`src/rtl/clkdiv_pkg.sv`:
```
// rtl/clkdiv_pkg.sv - shared width/default constants and divisor type for clkdiv_multi
package clkdiv_pkg;

    localparam int CLKDIV_CW      = 25;
    localparam int DEFAULT_HALF_C = 24999999;

    typedef logic [CLKDIV_CW-1:0] half_t;

    function automatic int ch_width(input int n);
        return (n > 1) ? $clog2(n) : 1;
    endfunction

endpackage

```
`src/rtl/clkdiv_multi_if.sv`:
```
// rtl/clkdiv_multi_if.sv - divisor write handshake bundle for clkdiv_multi
interface clkdiv_multi_if
    import clkdiv_pkg::*;
#(
    parameter int NCH = 4,
    parameter int CW  = CLKDIV_CW
);
    localparam int CHW = ch_width(NCH);

    logic           cfg_valid;
    logic [CHW-1:0] cfg_ch;
    logic [CW-1:0]  cfg_half;
    logic           cfg_ready;

    modport master (output cfg_valid, cfg_ch, cfg_half, input cfg_ready);
    modport slave  (input cfg_valid, cfg_ch, cfg_half, output cfg_ready);

endinterface

```
`src/rtl/clkdiv_ch.sv`:
```
// rtl/clkdiv_ch.sv - one divider channel; optional sync restart under CLKDIV_SYNC_EN
module clkdiv_ch #(
    parameter int            CW           = 25,
    parameter logic [CW-1:0] DEFAULT_HALF = '1
) (
    input  logic          clk,
    input  logic          clear,
`ifdef CLKDIV_SYNC_EN
    input  logic          sync,
`endif
    input  logic          en,
    input  logic          wr,
    input  logic [CW-1:0] wr_half,
    output logic          clk_div,
    output logic          tick,
    output logic          pend_valid
);
    logic [CW-1:0] cnt;
    logic [CW-1:0] half_act;
    logic [CW-1:0] half_pend;
    logic          restart;
    logic          toggle;

`ifdef CLKDIV_SYNC_EN
    assign restart = sync;
`else
    assign restart = 1'b0;
`endif

    assign toggle = (cnt >= half_act);

    always_ff @(posedge clk or posedge clear) begin
        if (clear) begin
            cnt        <= '0;
            half_act   <= DEFAULT_HALF;
            half_pend  <= '0;
            pend_valid <= 1'b0;
            clk_div    <= 1'b0;
            tick       <= 1'b0;
        end else begin
            // A new divisor only lands where a half-period starts fresh.
            if ((!en || restart || toggle) && pend_valid) begin
                half_act   <= half_pend;
                pend_valid <= 1'b0;
            end
            if (!en || restart) begin
                cnt     <= '0;
                clk_div <= 1'b0;
                tick    <= 1'b0;
            end else if (toggle) begin
                cnt     <= '0;
                clk_div <= ~clk_div;
                tick    <= 1'b1;
            end else begin
                cnt  <= cnt + 1'b1;
                tick <= 1'b0;
            end
            // wr implies pend_valid was clear, so it never races a consumption.
            if (wr) begin
                half_pend  <= wr_half;
                pend_valid <= 1'b1;
            end
        end
    end

endmodule

```
`src/rtl/clkdiv_multi.sv`:
```
// rtl/clkdiv_multi.sv - NCH independent square-wave dividers; CLKDIV_SYNC_EN adds sync port
module clkdiv_multi
    import clkdiv_pkg::*;
#(
    parameter int    NCH          = 4,
    parameter int    CW           = CLKDIV_CW,
    parameter half_t DEFAULT_HALF = half_t'(DEFAULT_HALF_C)
) (
    input  logic           Clk_O,
    input  logic           Clear,
`ifdef CLKDIV_SYNC_EN
    input  logic           sync,
`endif
    input  logic [NCH-1:0] en,
    clkdiv_multi_if.slave  cfg,
    output logic [NCH-1:0] Clk,
    output logic [NCH-1:0] tick
);
    localparam int CHW = ch_width(NCH);

    logic [NCH-1:0]        pend_valid;
    logic [(1<<CHW)-1:0]   pend_pad;
    logic                  accept;

    // Unused channel slots read as empty, so out-of-range writes are accepted and dropped.
    always_comb begin
        pend_pad          = '0;
        pend_pad[NCH-1:0] = pend_valid;
    end

    assign cfg.cfg_ready = ~pend_pad[cfg.cfg_ch];
    assign accept        = cfg.cfg_valid & cfg.cfg_ready;

    for (genvar i = 0; i < NCH; i++) begin : g_ch
        clkdiv_ch #(
            .CW          (CW),
            .DEFAULT_HALF(CW'(DEFAULT_HALF))
        ) u_ch (
            .clk       (Clk_O),
            .clear     (Clear),
`ifdef CLKDIV_SYNC_EN
            .sync      (sync),
`endif
            .en        (en[i]),
            .wr        (accept && (cfg.cfg_ch == CHW'(i))),
            .wr_half   (cfg.cfg_half),
            .clk_div   (Clk[i]),
            .tick      (tick[i]),
            .pend_valid(pend_valid[i])
        );
    end

endmodule

```
`src/flat_wrapper.sv`:
```
// flat-port wrapper written by rule: the top's interface ports become plain ports
module clkdiv_multi_flat import clkdiv_pkg::*;
#(
    parameter int    NCH          = 4,
    parameter int    CW           = CLKDIV_CW,
    parameter half_t DEFAULT_HALF = half_t'(DEFAULT_HALF_C)
)
  (Clk_O, Clear, en, Clk, tick, cfg_cfg_valid, cfg_cfg_ch, cfg_cfg_half, cfg_cfg_ready);
  clkdiv_multi_if #(.NCH(NCH), .CW(CW)) cfg_i ();
  input  logic Clk_O;
  input  logic Clear;
  input  logic [NCH-1:0] en;
  output logic [NCH-1:0] Clk;
  output logic [NCH-1:0] tick;
  input wire logic [$bits(cfg_i.cfg_valid)-1:0] cfg_cfg_valid;
  input wire logic [$bits(cfg_i.cfg_ch)-1:0] cfg_cfg_ch;
  input wire logic [$bits(cfg_i.cfg_half)-1:0] cfg_cfg_half;
  output wire logic [$bits(cfg_i.cfg_ready)-1:0] cfg_cfg_ready;
  assign cfg_i.cfg_valid = cfg_cfg_valid;
  assign cfg_i.cfg_ch = cfg_cfg_ch;
  assign cfg_i.cfg_half = cfg_cfg_half;
  assign cfg_cfg_ready = cfg_i.cfg_ready;
  clkdiv_multi #(.NCH(NCH), .CW(CW), .DEFAULT_HALF(DEFAULT_HALF)) u_core (.Clk_O(Clk_O), .Clear(Clear), .en(en), .cfg(cfg_i), .Clk(Clk), .tick(tick));
endmodule
```
`config.mk`:
```
export PLATFORM = sky130hd
export DESIGN_NAME = clkdiv_multi_flat
export DESIGN_NICKNAME = d
export VERILOG_FILES = /design/src/rtl/clkdiv_pkg.sv /design/src/rtl/clkdiv_multi_if.sv /design/src/rtl/clkdiv_ch.sv /design/src/rtl/clkdiv_multi.sv /design/src/flat_wrapper.sv
export SDC_FILE = /design/constraint.sdc
export NUM_CORES = 1
export LEC_CHECK = 0
export CAP_MARGIN = 25
export CORE_MARGIN = 10
export CORE_UTILIZATION = 40
export DETAILED_ROUTE_END_ITERATION = 6
export GPL_TIMING_DRIVEN = 0
export PLACE_DENSITY = 0.6
export SLEW_MARGIN = 20
export SYNTH_ARGS = -nofsm -noshare
export SYNTH_HDL_FRONTEND = slang
export SYNTH_SLANG_ARGS = --single-unit
```
`constraint.sdc`:
```
create_clock -name Clk_O -period 15.8 [get_ports Clk_O]
set_input_delay 3.16 -clock Clk_O [delete_from_list [all_inputs] [get_ports Clk_O]]
set_output_delay 3.16 -clock Clk_O [all_outputs]
set_load 0.03 [all_outputs]
```
==> flow_metrics.tcl, run 1 <==
set metrics [dict create \
    cpMostUsedCell "clkdlybuf4s50_1" \
    syn-num-nets 1447 \
    overflow 0 \
    fin_crit_ps 8080 \
    post-route-drc-count 0 \
    grt_util_met2_pct 22.9 \
    antennaDiodeCount 0 \
    seq_area_frac_synth_pct 51.5 \
    cts_tree "yes" \
    rsz0062_at_grt "no" \
    drt-initial-drc-count 603 \
    synth-compound-area-share_pct 4.37 \
    min_path_type "flip-flop to flip-flop" \
    ys_seq_elements 312 \
    die-area_um2 46500 \
    synthToLayoutAreaGrowth_pct 15.8 \
    wl_per_cell_um 17.2 \
    reg2reg_depth 9 \
    grt_pass1_vias 9929 \
    ctsRootBufferMaster "clkbuf_16" \
    synth_area_leaders "dfrtp_1 (40%), mux2_2 (13%), dfstp_2 (12%)" \
    crit_type "primary input to output port" \
    grt_max_degree 102 \
    wl_um 33100 \
    post_cts_buffers 0 \
    yosysTopAreaCell "dfrtp_1" \
    cp_slowest_cell "clkdlybuf4s50_1" \
    final_cell_mix "dfrtp_1 (244), mux2_2 (180), nor2_1 (132)" \
    ir_drop_uv 63.4 \
    die_height_um 216 \
    timing.hold.ws_ps 498 \
    synthAdderAreaFrac_pct 8.49 \
    cts_buffer_depth 3 \
    async_reset_ff_share_pct 100 \
    ys_types 60 \
    syn_area_per_cell_um2 11.7 \
    p_per_area_nw_per_um2 143 \
    fin_skew_ps 9.32 \
    grt_usage_pct 14.5 \
    synthesis.yosys.warnings 0 \
    fin_nets 1530 \
    postCtsHoldBufs 0 \
    timing.slew.headroom_pct 48.8 \
    multiInputGateArea_um2 6780 \
    critical_path_peak_fanout 5 \
    syn_inst 1309 \
    synth_top_family_by_area "multiplexers" \
    fin_tns_setup_ps 0 \
    start_util_pct 40.6 \
    antenna_found_initial 6 \
    cts_inserted_buffers 36 \
    clkTransAtPathRegs_ps 60 \
    grt_busiest_layer "met2" \
    worstMarginPinSlew_ps 764 \
    grt_pass1_wl_um 54600 \
    top_level_ports 43 \
    synth_mux_area_share_pct 15.3 \
    cp.buffers_inverters 3 \
    core_area_um2 37800 \
    synthSimpleGateAreaFrac_pct 10.7 \
    slowest_delay_ps 680 \
    synth-xor-area-share_pct 5.26 \
    port_buffers 41 \
    crit_cells 4 \
    place_hpwl_um 23500 \
    rows 71 \
    via_per_inst 4.98 \
    end_kind "output port" \
    p_leak_uw 0.00817 \
    firstDrtPassIters 5 \
    status "finished clean" \
    arrival_ps 4920 \
    antenna_left 0 \
    layout_commonest_cell "dfrtp_1" \
    clk_latency_ps 510 \
    crit_required_ps 12640 \
    cts_max_level 2 \
    setup_viol 0 \
    hold_depth 1 \
    cts_resized 0 \
    max_freq_mhz 124 \
    synth_top_area_share_pct 39.8 \
    gp_congestion 0.798 \
    crit_chain "clkdlybuf4s50_1 -> mux4_2 -> inv_1 -> clkdlybuf4s50_1" \
    fillers 3427 \
    regArea_um2 7890 \
    chipWidth_um 216 \
    totalPowerFinal_uw 2530 \
    maxSlewViolCount 0 \
    worstSetupStartpointType "primary input" \
    min_period_over_period_pct 51.2 \
    fin_area_um2 17700 \
    synthFlopType "dfrtp_1" \
    critical_path.top_delay_family "buffers and inverters" \
    drive_above_1_share_pct 26.6 \
    via_count 9601 \
    netlist_area_um2 15300 \
    met1_usage_pct 20.5 \
    use_met3_pct 2.39 \
    maxCapViolations 0 \
    final-hold-violation-count 0 \
    clock_sinks 312 \
    post_dp_cell_area_um2 16500 \
    synth_edf_count 0 \
]
[path summary, 6_finish.rpt]
| path | startpoint | end | slack (ps) |
|---|---|---|---|
| worst max-delay path | cfg_cfg_ch[1] | cfg_cfg_ready | 7720 |
| worst min-delay path | u_core.g_ch[2].u_ch.half_pend[23] | u_core.g_ch[2].u_ch.half_act[23] | 500 |
| worst max register to register | u_core.g_ch[1].u_ch.half_act[12] | u_core.g_ch[1].u_ch.half_act[9] | 12850 |
| worst min register to register | u_core.g_ch[2].u_ch.half_pend[23] | u_core.g_ch[2].u_ch.half_act[23] | 500 |
| max in group asynchronous | Clear | u_core.g_ch[0].u_ch.half_act[16] | 11540 |
| min in group asynchronous | Clear | u_core.g_ch[3].u_ch.cnt[21] | 3080 |
[per-layer routing]
| metal | share of wire [%] | vias up |
|---|---|---|
| li1 | - | 4639 |
| met1 | 49 | 4796 |
| met2 | 45 | 122 |
| met3 | 3.7 | 44 |
| met4 | 1.7 | 0 |
| met5 | 0 | - |
[cell usage after synthesis (2+ instances only)]
library cell,instances
or2_2,2
a21o_1,5
and2_1,5
a31oi_1,3
buf_2,14
a31o_2,2
clkbuf_1,12
buf_4,10
nor2_1,132
a2bb2oi_1,2
nor2b_1,4
nor4_1,4
xnor2_1,32
mux2_4,20
and4_1,9
buf_6,4
ha_1,104
xor2_1,60
nand4_1,29
o31ai_4,3
inv_1,113
mux2_2,180
dfstp_2,68
dfrtp_1,244
a21oi_1,44
o21a_1,5
or4_1,3
a211o_1,2
o21ai_0,23
nor3_1,16
and3_1,20
nand2_1,67
nand3_1,41
[power by group]
part	internal, µW	switching (µW)
clock network	559	328
logic	259	228
registers	1050	104
[final cells by class]
type | count | share of cell area [%]
buffer | 41 | 1.35
clock buffer | 50 | 5.89
clock inverter | 13 | 1.23
inverter | 113 | 2.43
multi-input combinational | 843 | 38.2
sequential | 312 | 44.5
tap | 511 | 3.60
timing repair buffer | 45 | 2.81
[worst register-to-register path, stage by stage, from the launching register on]
cell and delay (ps):
dfstp_2 530, inv_1 50, ha_1 300, a41oi_1 220
o21ai_0 120, a21oi_1 190, nand3_1 240, o31ai_4 460
buf_2 360, mux2_2 370
[cells by family (layout without fill, tap and decap cells)]
group / after synthesis / in the layout
simple gates: 344 / 344
flops: 312 / 312
mux: 201 / 201
buf+inv: 154 / 262
fa+ha+maj: 104 / 104
compound gates: 102 / 102
xor+xnor: 92 / 92
[metrics by stage]
stage / std cells / setup slack (ps) / util (%)
6_report: 1928 / 7720 / 47.0
5_1_grt: 1928 / 7700 / 47.0
4_1_cts: 1928 / 7740 / 47.0
3_5_place_dp: 1865 / 7740 / 43.6
3_3_place_gp: 1861 / 42.0 / 43.4
2_1_floorplan: 1309 / 4120 / -
[state kept, by name (all words and copies together), names as in the netlist]
register,cells
u_core.g_ch.u_ch.cnt,100
u_core.g_ch.u_ch.clk_div,4
u_core.g_ch.u_ch.tick,4
u_core.g_ch.u_ch.half_act,100
u_core.g_ch.u_ch.pend_valid,4
u_core.g_ch.u_ch.half_pend,100
Note: power is estimated with default switching activity, not from simulation.
==> run 2: changes to the inputs <==
PLACE_DENSITY = 0.62   (was 0.6)
clock period = 6.5 ns   (was 15.8 ns; I/O delays follow)
==> run 2 against run 1 <==
Net effect: final cell count increased by 0.57%; non-clock buffer count increased by 9; highest routed layer unchanged; critical path type unchanged; via count decreased by 1.1%; sequential cell count unchanged; worst hold slack about the same; utilization increased by 0.22 points; clock skew increased by 10 ps.
==> flow_metrics.tcl, run 2 (synthesized netlist as in run 1, its figures left out) <==
set metrics [dict create \
    status "finished clean" \
    setup_viol 0 \
    post_cts_buffers 0 \
    ir_drop_uv 184 \
    wl_per_cell_um 16.2 \
    wl_um 31400 \
    worst_slack_ps 2250 \
    crit_required_ps 5200 \
    antenna_found_initial 0 \
    critical_path_peak_fanout 5 \
    r2r_slack_ps 3600 \
    reg_top3 "u_core.g_ch.u_ch.cnt x100, u_core.g_ch.u_ch.half_act x100, u_core.g_ch.u_ch.half_pend x100" \
    via_count 9497 \
    cts_max_level 2 \
    fin_area_um2 17800 \
    crit_chain "clkdlybuf4s50_1 -> mux4_2 -> inv_1 -> clkdlybuf4s50_1" \
    min_path_type "flip-flop to flip-flop" \
    cts_tree "yes" \
    fin_skew_ps 19.8 \
    reg2reg_to "u_core.g_ch[1].u_ch.half_act[7]" \
    cts_buffer_depth 3 \
    end_kind "output port" \
    start_util_pct 40.6 \
    post_dp_cell_area_um2 16600 \
    pre_cts_ws_ps 2230 \
    fin_nets 1539 \
    cp_slowest_cell "clkdlybuf4s50_1" \
    worstReg2RegStart "u_core.g_ch[1].u_ch.half_act[12]" \
    worstMarginPinSlew_ps 722 \
    drt-initial-drc-count 408 \
    timing.slew.headroom_pct 51.8 \
    gp_congestion 0.789 \
    reg2reg_depth 9 \
    cts_inserted_buffers 36 \
    grt_pass1_wl_um 52300 \
    ctsRootBufferMaster "clkbuf_16" \
    postCtsHoldBufs 0 \
    slowest_delay_ps 660 \
    final-hold-violation-count 0 \
    top_level_ports 43 \
    cpMostUsedCell "clkdlybuf4s50_1" \
    p_per_area_nw_per_um2 335 \
    maxSlewViolCount 0 \
    holdPathEnd "u_core.g_ch[2].u_ch.half_act[0]" \
    synthToLayoutAreaGrowth_pct 16.3 \
    dp.cells 1873 \
    grt_max_degree 35 \
    fin_tns_setup_ps 0 \
    die-area_um2 46500 \
    layout_commonest_cell "dfrtp_1" \
    final_cell_mix "dfrtp_1 (244), mux2_2 (180), nor2_1 (132)" \
    chipWidth_um 216 \
    layout.cells.non_filler 1939 \
    p_leak_uw 0.00819 \
    fillers 3407 \
    worstSetupStartpointType "primary input" \
    drive_above_1_share_pct 27.0 \
    via_per_inst 4.90 \
    port_buffers 41 \
    min_period_over_period_pct 65.4 \
    hold_path_startpoint "u_core.g_ch[2].u_ch.half_pend[0]" \
    totalPowerFinal_uw 5970 \
    regArea_um2 7890 \
    clk_latency_ps 510 \
    place_hpwl_um 23300 \
    clkTransAtPathRegs_ps 60 \
    crit_type "primary input to output port" \
    grt_pass1_vias 9842 \
    cts_resized 0 \
    firstDrtPassIters 4 \
    multiInputGateArea_um2 6770 \
    cp.buffers_inverters 3 \
    critical_path.top_delay_family "buffers and inverters" \
    core_area_um2 37800 \
    grt_usage_pct 13.8 \
    antenna_left 0 \
    rsz0062_at_grt "no" \
    post-route-drc-count 0 \
    fin_crit_ps 4250 \
    clock_sinks 312 \
    die_height_um 216 \
    hold_depth 1 \
    rows 71 \
    max_freq_mhz 235 \
    arrival_ps 2950 \
    overflow 0 \
    maxCapViolations 0 \
]
run 2: layout make-up:
cell class              count  area share (%)
diodes                      1          0.0140
plain buffers              41            1.34
clock buffers              53            5.98
clock inverters            11           0.695
inverters                 113            2.40
multi-input cells         843            38.0
flip-flops and latches    312            44.3
well taps                 511            3.59
repair buffers             54            3.72
run 2: power by group:
group	internal, µW	switching (µW)
sequential	2550	244
combinational	638	541
clock	1220	776
total	4410	1560
run 2: layer usage:
layer	track usage [%]	vias to the layer above	share of wire, %
met5	0	-	0
met4	3.33	0	1.8
met3	2.43	38	3.4
met2	23.2	89	48
met1	18.0	4690	47
li1	-	4680	-
run 2: through the flow:
stage,util (%),hold slack (ps)
6_report,47.2,498
5_1_grt,47.2,513
4_1_cts,47.2,502
3_5_place_dp,44.0,488
3_3_place_gp,43.4,482
2_1_floorplan,-,446
run 2: worst max path at each step:
| stage | startpoint | endpoint | cells past startpoint | slack, ps |
|---|---|---|---|---|
| 3_3_place_gp | Clear | u_core.g_ch[0].u_ch.half_pend[17] | 2 | -1170 |
| 2_1_floorplan | Clear | u_core.g_ch[0].u_ch.clk_div | 1 | 1100 |
| 3_5_place_dp | cfg_cfg_ch[1] | cfg_cfg_ready | 4 | 2230 |
| 5_1_grt | cfg_cfg_ch[1] | cfg_cfg_ready | 4 | 2190 |
| 6_report | cfg_cfg_ch[1] | cfg_cfg_ready | 4 | 2250 |
| 4_1_cts | cfg_cfg_ch[1] | cfg_cfg_ready | 4 | 2230 |
